File: src/rtl/program_loader.sv
// Boot loader sitting between the UART receive FIFO and instruction memory.
// Consumes a length-prefixed byte stream, packs bytes into instruction words,
// writes them to sequential addresses, optionally checks a trailing checksum
// byte and then releases the CPU by raising in_execution.
module program_loader #(
    parameter int WORD_BYTES  = 4,
    parameter int ADDR_WIDTH  = 16,
    parameter int LEN_BYTES   = 2,
    parameter int BIG_ENDIAN  = 1,
    parameter int CHECKSUM_EN = 1
) (
    input  logic                      clk,
    input  logic                      reset,
    input  logic [7:0]                rx_data,
    input  logic                      rx_valid,
    output logic                      rx_pop,
    input  logic                      restart,
    output logic                      write_enable,
    output logic [ADDR_WIDTH-1:0]     write_address,
    output logic [8*WORD_BYTES-1:0]   write_data,
    output logic                      in_execution,
    output logic                      load_error,
    output logic [ADDR_WIDTH-1:0]     loaded_words
);

    localparam int WORD_W = 8 * WORD_BYTES;
    localparam int LEN_W  = 8 * LEN_BYTES;

    typedef enum logic [1:0] {
        HEADER  = 2'd0,
        PAYLOAD = 2'd1,
        CHECK   = 2'd2,
        EXEC    = 2'd3
    } state_t;

    state_t                state_q, state_d;
    logic [LEN_W-1:0]      len_q, len_d;
    logic [LEN_W-1:0]      word_cnt_q, word_cnt_d;
    logic [7:0]            byte_cnt_q, byte_cnt_d;
    logic [WORD_W-1:0]     word_q, word_d;
    logic [7:0]            csum_q, csum_d;
    logic [ADDR_WIDTH-1:0] addr_q, addr_d;
    logic                  we_q, we_d;
    logic [ADDR_WIDTH-1:0] waddr_q, waddr_d;
    logic [WORD_W-1:0]     wdata_q, wdata_d;
    logic                  in_exec_q, in_exec_d;
    logic                  load_err_q, load_err_d;
    logic [ADDR_WIDTH-1:0] loaded_words_q, loaded_words_d;

    logic                  accept;
    logic [LEN_W-1:0]      len_shift;
    logic [WORD_W-1:0]     word_next;
    logic [7:0]            byte_pos;
    logic                  last_word;

    // A byte is taken whenever one is offered, we are not being restarted or
    // reset, and the CPU does not own the FIFO yet.
    assign accept = rx_valid & ~restart & ~reset & (state_q != EXEC);
    assign rx_pop = accept;

    assign write_enable  = we_q;
    assign write_address = waddr_q;
    assign write_data    = wdata_q;
    assign in_execution  = in_exec_q;
    assign load_error    = load_err_q;
    assign loaded_words  = loaded_words_q;

    // Helper values: header shift, byte slot for the incoming payload byte,
    // and the partially assembled word with that byte merged in.
    always_comb begin
        len_shift = (len_q << 8) | LEN_W'(rx_data);
        if (BIG_ENDIAN != 0) begin
            byte_pos = 8'(WORD_BYTES - 1) - byte_cnt_q;
        end else begin
            byte_pos = byte_cnt_q;
        end
        word_next = word_q;
        for (int i = 0; i < WORD_BYTES; i++) begin
            if (byte_pos == 8'(i)) begin
                word_next[i*8 +: 8] = rx_data;
            end
        end
        last_word = ((word_cnt_q + LEN_W'(1)) == len_q);
    end

    // Next-state logic for the loader FSM and all of its datapath registers;
    // restart overrides everything, otherwise state moves only on an accepted byte.
    always_comb begin
        state_d        = state_q;
        len_d          = len_q;
        word_cnt_d     = word_cnt_q;
        byte_cnt_d     = byte_cnt_q;
        word_d         = word_q;
        csum_d         = csum_q;
        addr_d         = addr_q;
        we_d           = 1'b0;
        waddr_d        = waddr_q;
        wdata_d        = wdata_q;
        in_exec_d      = in_exec_q;
        load_err_d     = load_err_q;
        loaded_words_d = loaded_words_q;

        if (restart) begin
            state_d    = HEADER;
            in_exec_d  = 1'b0;
            len_d      = '0;
            word_cnt_d = '0;
            byte_cnt_d = '0;
            word_d     = '0;
            csum_d     = '0;
            addr_d     = '0;
        end else if (accept) begin
            case (state_q)
                HEADER: begin
                    len_d = len_shift;
                    if (byte_cnt_q == 8'(LEN_BYTES - 1)) begin
                        byte_cnt_d     = '0;
                        word_cnt_d     = '0;
                        loaded_words_d = ADDR_WIDTH'(len_shift);
                        if (len_shift == '0) begin
                            if (CHECKSUM_EN != 0) begin
                                state_d = CHECK;
                            end else begin
                                state_d   = EXEC;
                                in_exec_d = 1'b1;
                            end
                        end else begin
                            state_d = PAYLOAD;
                        end
                    end else begin
                        byte_cnt_d = byte_cnt_q + 8'd1;
                    end
                end

                PAYLOAD: begin
                    word_d = word_next;
                    csum_d = csum_q + rx_data;
                    if (byte_cnt_q == 8'(WORD_BYTES - 1)) begin
                        byte_cnt_d = '0;
                        we_d       = 1'b1;
                        wdata_d    = word_next;
                        waddr_d    = addr_q;
                        addr_d     = addr_q + ADDR_WIDTH'(1);
                        word_cnt_d = word_cnt_q + LEN_W'(1);
                        if (last_word) begin
                            if (CHECKSUM_EN != 0) begin
                                state_d = CHECK;
                            end else begin
                                state_d   = EXEC;
                                in_exec_d = 1'b1;
                            end
                        end
                    end else begin
                        byte_cnt_d = byte_cnt_q + 8'd1;
                    end
                end

                CHECK: begin
                    if (rx_data == csum_q) begin
                        load_err_d = 1'b0;
                        state_d    = EXEC;
                        in_exec_d  = 1'b1;
                    end else begin
                        load_err_d = 1'b1;
                        state_d    = HEADER;
                        len_d      = '0;
                        word_cnt_d = '0;
                        byte_cnt_d = '0;
                        word_d     = '0;
                        csum_d     = '0;
                        addr_d     = '0;
                    end
                end

                default: begin
                    state_d = state_q;
                end
            endcase
        end
    end

    // All loader state lives in this one register bank, cleared asynchronously.
    always_ff @(posedge clk or posedge reset) begin
        if (reset) begin
            state_q        <= HEADER;
            len_q          <= '0;
            word_cnt_q     <= '0;
            byte_cnt_q     <= '0;
            word_q         <= '0;
            csum_q         <= '0;
            addr_q         <= '0;
            we_q           <= 1'b0;
            waddr_q        <= '0;
            wdata_q        <= '0;
            in_exec_q      <= 1'b0;
            load_err_q     <= 1'b0;
            loaded_words_q <= '0;
        end else begin
            state_q        <= state_d;
            len_q          <= len_d;
            word_cnt_q     <= word_cnt_d;
            byte_cnt_q     <= byte_cnt_d;
            word_q         <= word_d;
            csum_q         <= csum_d;
            addr_q         <= addr_d;
            we_q           <= we_d;
            waddr_q        <= waddr_d;
            wdata_q        <= wdata_d;
            in_exec_q      <= in_exec_d;
            load_err_q     <= load_err_d;
            loaded_words_q <= loaded_words_d;
        end
    end

endmodule

File: config.mk
export PLATFORM = sky130hd
export DESIGN_NAME = program_loader
export DESIGN_NICKNAME = d
export VERILOG_FILES = /design/src/rtl/program_loader.sv
export SDC_FILE = /design/constraint.sdc
export NUM_CORES = 1
export LEC_CHECK = 0
export CORE_MARGIN = 1
export CORE_UTILIZATION = 51
export CTS_BUF_LIST = sky130_fd_sc_hd__clkbuf_16
export DETAILED_ROUTE_END_ITERATION = 8
export PLACE_DENSITY = 0.83
export SYNTH_ARGS = -nofsm -noshare
export SYNTH_HDL_FRONTEND = slang
export SYNTH_SLANG_ARGS = --single-unit
export TNS_END_PERCENT = 1
File: constraint.sdc
create_clock -name clk -period 5.26 [get_ports clk]
set_input_delay 1.052 -clock clk [delete_from_list [all_inputs] [get_ports clk]]
set_output_delay 1.052 -clock clk [all_outputs]
set_load 0.02 [all_outputs]
==> metrics.md <==
| Metric | Value |
|---|---|
| Seq pwr share | `44.2%` |
| Post-Syn Nets | `849` |
| Hold Path Class | `reg2reg` |
| Synth area leaders | `dfrtp_1, o21ai_0, nand2_1, mux2_2, mux2i_1` |
| Seq/Total Area, Yosys | `51.0%` |
| CP arrival | `2.96 ns` |
| Drt wl/cell | `roughly 18 um` |
| Tightest Pin Transition | `1.03 ns` |
| Setup TNS | `0 ns` |
| Syn Area/Cell | `9.88 um2` |
| Unrepaired setup endpoints after global routing | `no` |
| DR DRC count | `0` |
| Fraction of the mapped netlist area in adder cells | `under 10%` |
| Fin crit share | `76.3%` |
| Core area | `~0.015 mm2` |
| Largest family of logic cells by synthesized area | `simple AND/OR/NAND/NOR gates` |
| Critical path class | `in2out` |
| Clk root buf | `clkbuf_16` |
| Largest net degree at the start of global routing | `166` |
| N_diodes | `0` |
| Startpoint types | `input pin` |
| Logic pwr share | `between 20% and 30%` |
| Outcome | `finished, final reports clean` |
| Post-layout min period | `4.01 ns` |
| CTS tree | `built` |
| Initial antenna violation count | `0` |
| Top fanout value on the critical path | `18` |
| Clock group share of total power | `about a third` |
| Worst setup EP type | `output pin` |
| Vias | `6506` |
| Yosys Warn Count | `0` |
| Filler cell count | `1214` |
| Die height | `128 um` |
| DRT Pass-1 Iters | `6` |
| Mapped Area | `0.00809 mm2` |
| Num CTS Buffers | `17` |
| Hold-fix buffers, CTS | `0` |
| Post-CTS resize count | `0` |
| Dpl cell area | `0.00909 mm2` |
| Layout area overhead | `18.7%` |
| Req. time, crit path | `4.21 ns` |
| P_sw | `1.02 mW` |
| Ys async rst share | `100%` |
| Clock Sinks | `165` |
| Fin area | `0.00961 mm2` |
| Storage cell area | `0.00413 mm2` |
| Max_slew headroom | `31.1%` |
| Number of synthesized register bits | `165` |
| Clk Latency, worst-skew pair | `0.43 ns` |
| Nets | `919` |
| DIE AREA | `roughly 0.016 mm2` |
| Mux contribution to synthesized area | `~8.5%` |
| Final ANT Viol Nets | `0` |
| Final Hold Fails | `0` |
| Power Dens Cells | `354 mW/mm2` |
| Post-Synth XOR/XNOR Area | `under 10%` |
| Cell-internal power | `2.38 mW` |
| Detailed placer's ending HPWL | `roughly 13 mm` |
| Starting density of the core | `52.7%` |
| Compound-cell area share of the yosys netlist | `14.5%` |
| Layout cell share with drive strength beyond 1 | `10.4%` |
| FP Rows | `45` |
| Post-synthesis simple-gate area fraction | `17.4%` |
| Max-slew violations | `0` |
| Footprint of the multi-input gates | `around 0.0038 mm2` |
| # H-tree levels | `4` |
| DIE WIDTH | `128 um` |
| # port buffers | `79` |
| Final setup viols | `0` |
| Syn Inst Count | `819` |
| Total GRT Usage | `25.3%` |
| Fmax | `about 250 MHz` |
| DRT iter0 DRCs | `657` |
| Top cell type's share of synthesized area | `51.0%` |
| Postcts setup bufs | `0` |
| Vias per cell | `5.86` |
| Switching Share | `around 30%` |
| Pre-CTS WS | `1.22 ns` |
| Clk slew on worst S/H paths | `~0.06 ns` |
| Fin worst setup slack | `1.25 ns` |
| Peak supply drop | `around 0.00028 V` |
| Maximum buffer depth of the clock tree | `2` |
| Dpl cells | `1081` |
| Total of max-cap violations | `0` |
| # IOs | `80` |
| Global route overflow | `0` |
| Leak pwr | `around 4.3 nW` |
| First-pass GRT wire length | `31.9 mm` |
| Dominant cell by count in the synthesized netlist | `dfrtp_1` |
| Distinct cells, synth | `between 60 and 70` |
| Post-synth top area cell | `dfrtp_1` |
| Vias in the first global route | `6183` |
| EDFF count, synth | `0` |
| Total Routed Length | `19.6 mm` |
| Finished Layout Cells | `approximately 1100` |
| Top_reg_cell synth | `dfrtp_1` |
| Synth cell count leaders | `dfrtp_1, nand2_1, o21ai_0, nor2_1, a21oi_1` |
| Final Skew | `0.00712 ns` |
| RePlAce Congestion | `0.862` |
[cells in the final DEF, fill, tap and decap left out, types with 7 or more instances in the layout]
cell	count
a21oi_1	48
buf_4	10
clkbuf_16	17
clkdlybuf4s50_1	79
dfrtp_1	165
ha_1	17
inv_1	9
mux2_2	32
mux2i_1	33
nand2_1	117
nand2b_1	12
nand3_1	22
nand4_1	8
nor2_1	77
nor3_1	8
nor4_1	8
o21ai_0	103
o31ai_1	14
xnor2_1	23
xor2_1	7
[per-layer routing]
| layer | wire, um | global-route usage, % | part of all wire [%] | up-vias |
|---|---|---|---|---|
| met5 | 0 | 0 | 0 | - |
| met4 | 267 | 7.68 | 1.4 | 0 |
| met3 | 1280 | 5.93 | 6.5 | 28 |
| met2 | 9220 | 39.5 | 47 | 224 |
| met1 | 8820 | 35.2 | 45 | 3216 |
| li1 | - | - | - | 3038 |
[power by group through the flow]
stage               logic, mW  registers [mW]  clock network [mW]
floorplan               0.407            1.58                   0
global placement        0.742            1.52                   0
detailed placement      0.764            1.52                   0
CTS                     0.772            1.50                1.14
global route            0.841            1.52                1.19
finish                  0.774            1.50                1.12
[worst paths after layout]
check                                     startpoint                        end  slack [ns]  cells past startpoint
setup / recovery                             restart                     rx_pop        1.25                      4
hold / removal                 word_q[5]$_DFFE_PP0P_      word_q[5]$_DFFE_PP0P_        0.48                      2
setup reg to reg           byte_cnt_q[2]$_DFFE_PP0P_  word_cnt_q[6]$_DFFE_PP0P_        1.90                      7
hold reg to reg                word_q[5]$_DFFE_PP0P_      word_q[5]$_DFFE_PP0P_        0.48                      2
max in group asynchronous                      reset     word_q[31]$_DFFE_PP0P_        3.32                      3
min in group asynchronous                      reset  word_cnt_q[2]$_DFFE_PP0P_        1.32                      3
[sequential cells by signal, indices dropped and copies added, names as in the netlist]
| register | flops |
|---|---|
| state_q | 2 |
| write_address | 16 |
| csum_q | 8 |
| write_data | 32 |
| write_enable | 1 |
| load_error | 1 |
| word_cnt_q | 16 |
| loaded_words | 16 |
| in_execution | 1 |
| addr_q | 16 |
| word_q | 32 |
| byte_cnt_q | 8 |
| len_q | 16 |
[cells by family after synthesis]
logic type / Yosys count
compound gates: 201
xor+xnor: 30
fa+ha+maj: 18
buf+inv: 48
flops: 165
mux: 65
simple gates: 292
[worst max-delay path, stage by stage]
cell and delay, ns:
clkdlybuf4s50_1 0.40, buf_4 0.20, nor4b_4 0.60, clkdlybuf4s50_1 0.72
[per-stage QoR]
stage	util [%]	total power [mW]	hold slack (ns)
2_1_floorplan	-	1.99	0.443
3_3_place_gp	59.1	2.26	0.460
3_5_place_dp	59.1	2.29	0.470
4_1_cts	62.5	3.41	0.483
5_1_grt	62.5	3.55	0.505
6_report	62.5	3.40	0.482
[layout make-up]
class,instances,area share [%]
multi-input cells,606,39.3
repair buffers,90,9.22
flip-flops and latches,165,43.0
well taps,211,2.75
inverters,9,0.391
clock inverters,13,0.990
clock buffers,17,4.43
Note: power is estimated with default switching activity, not from simulation.
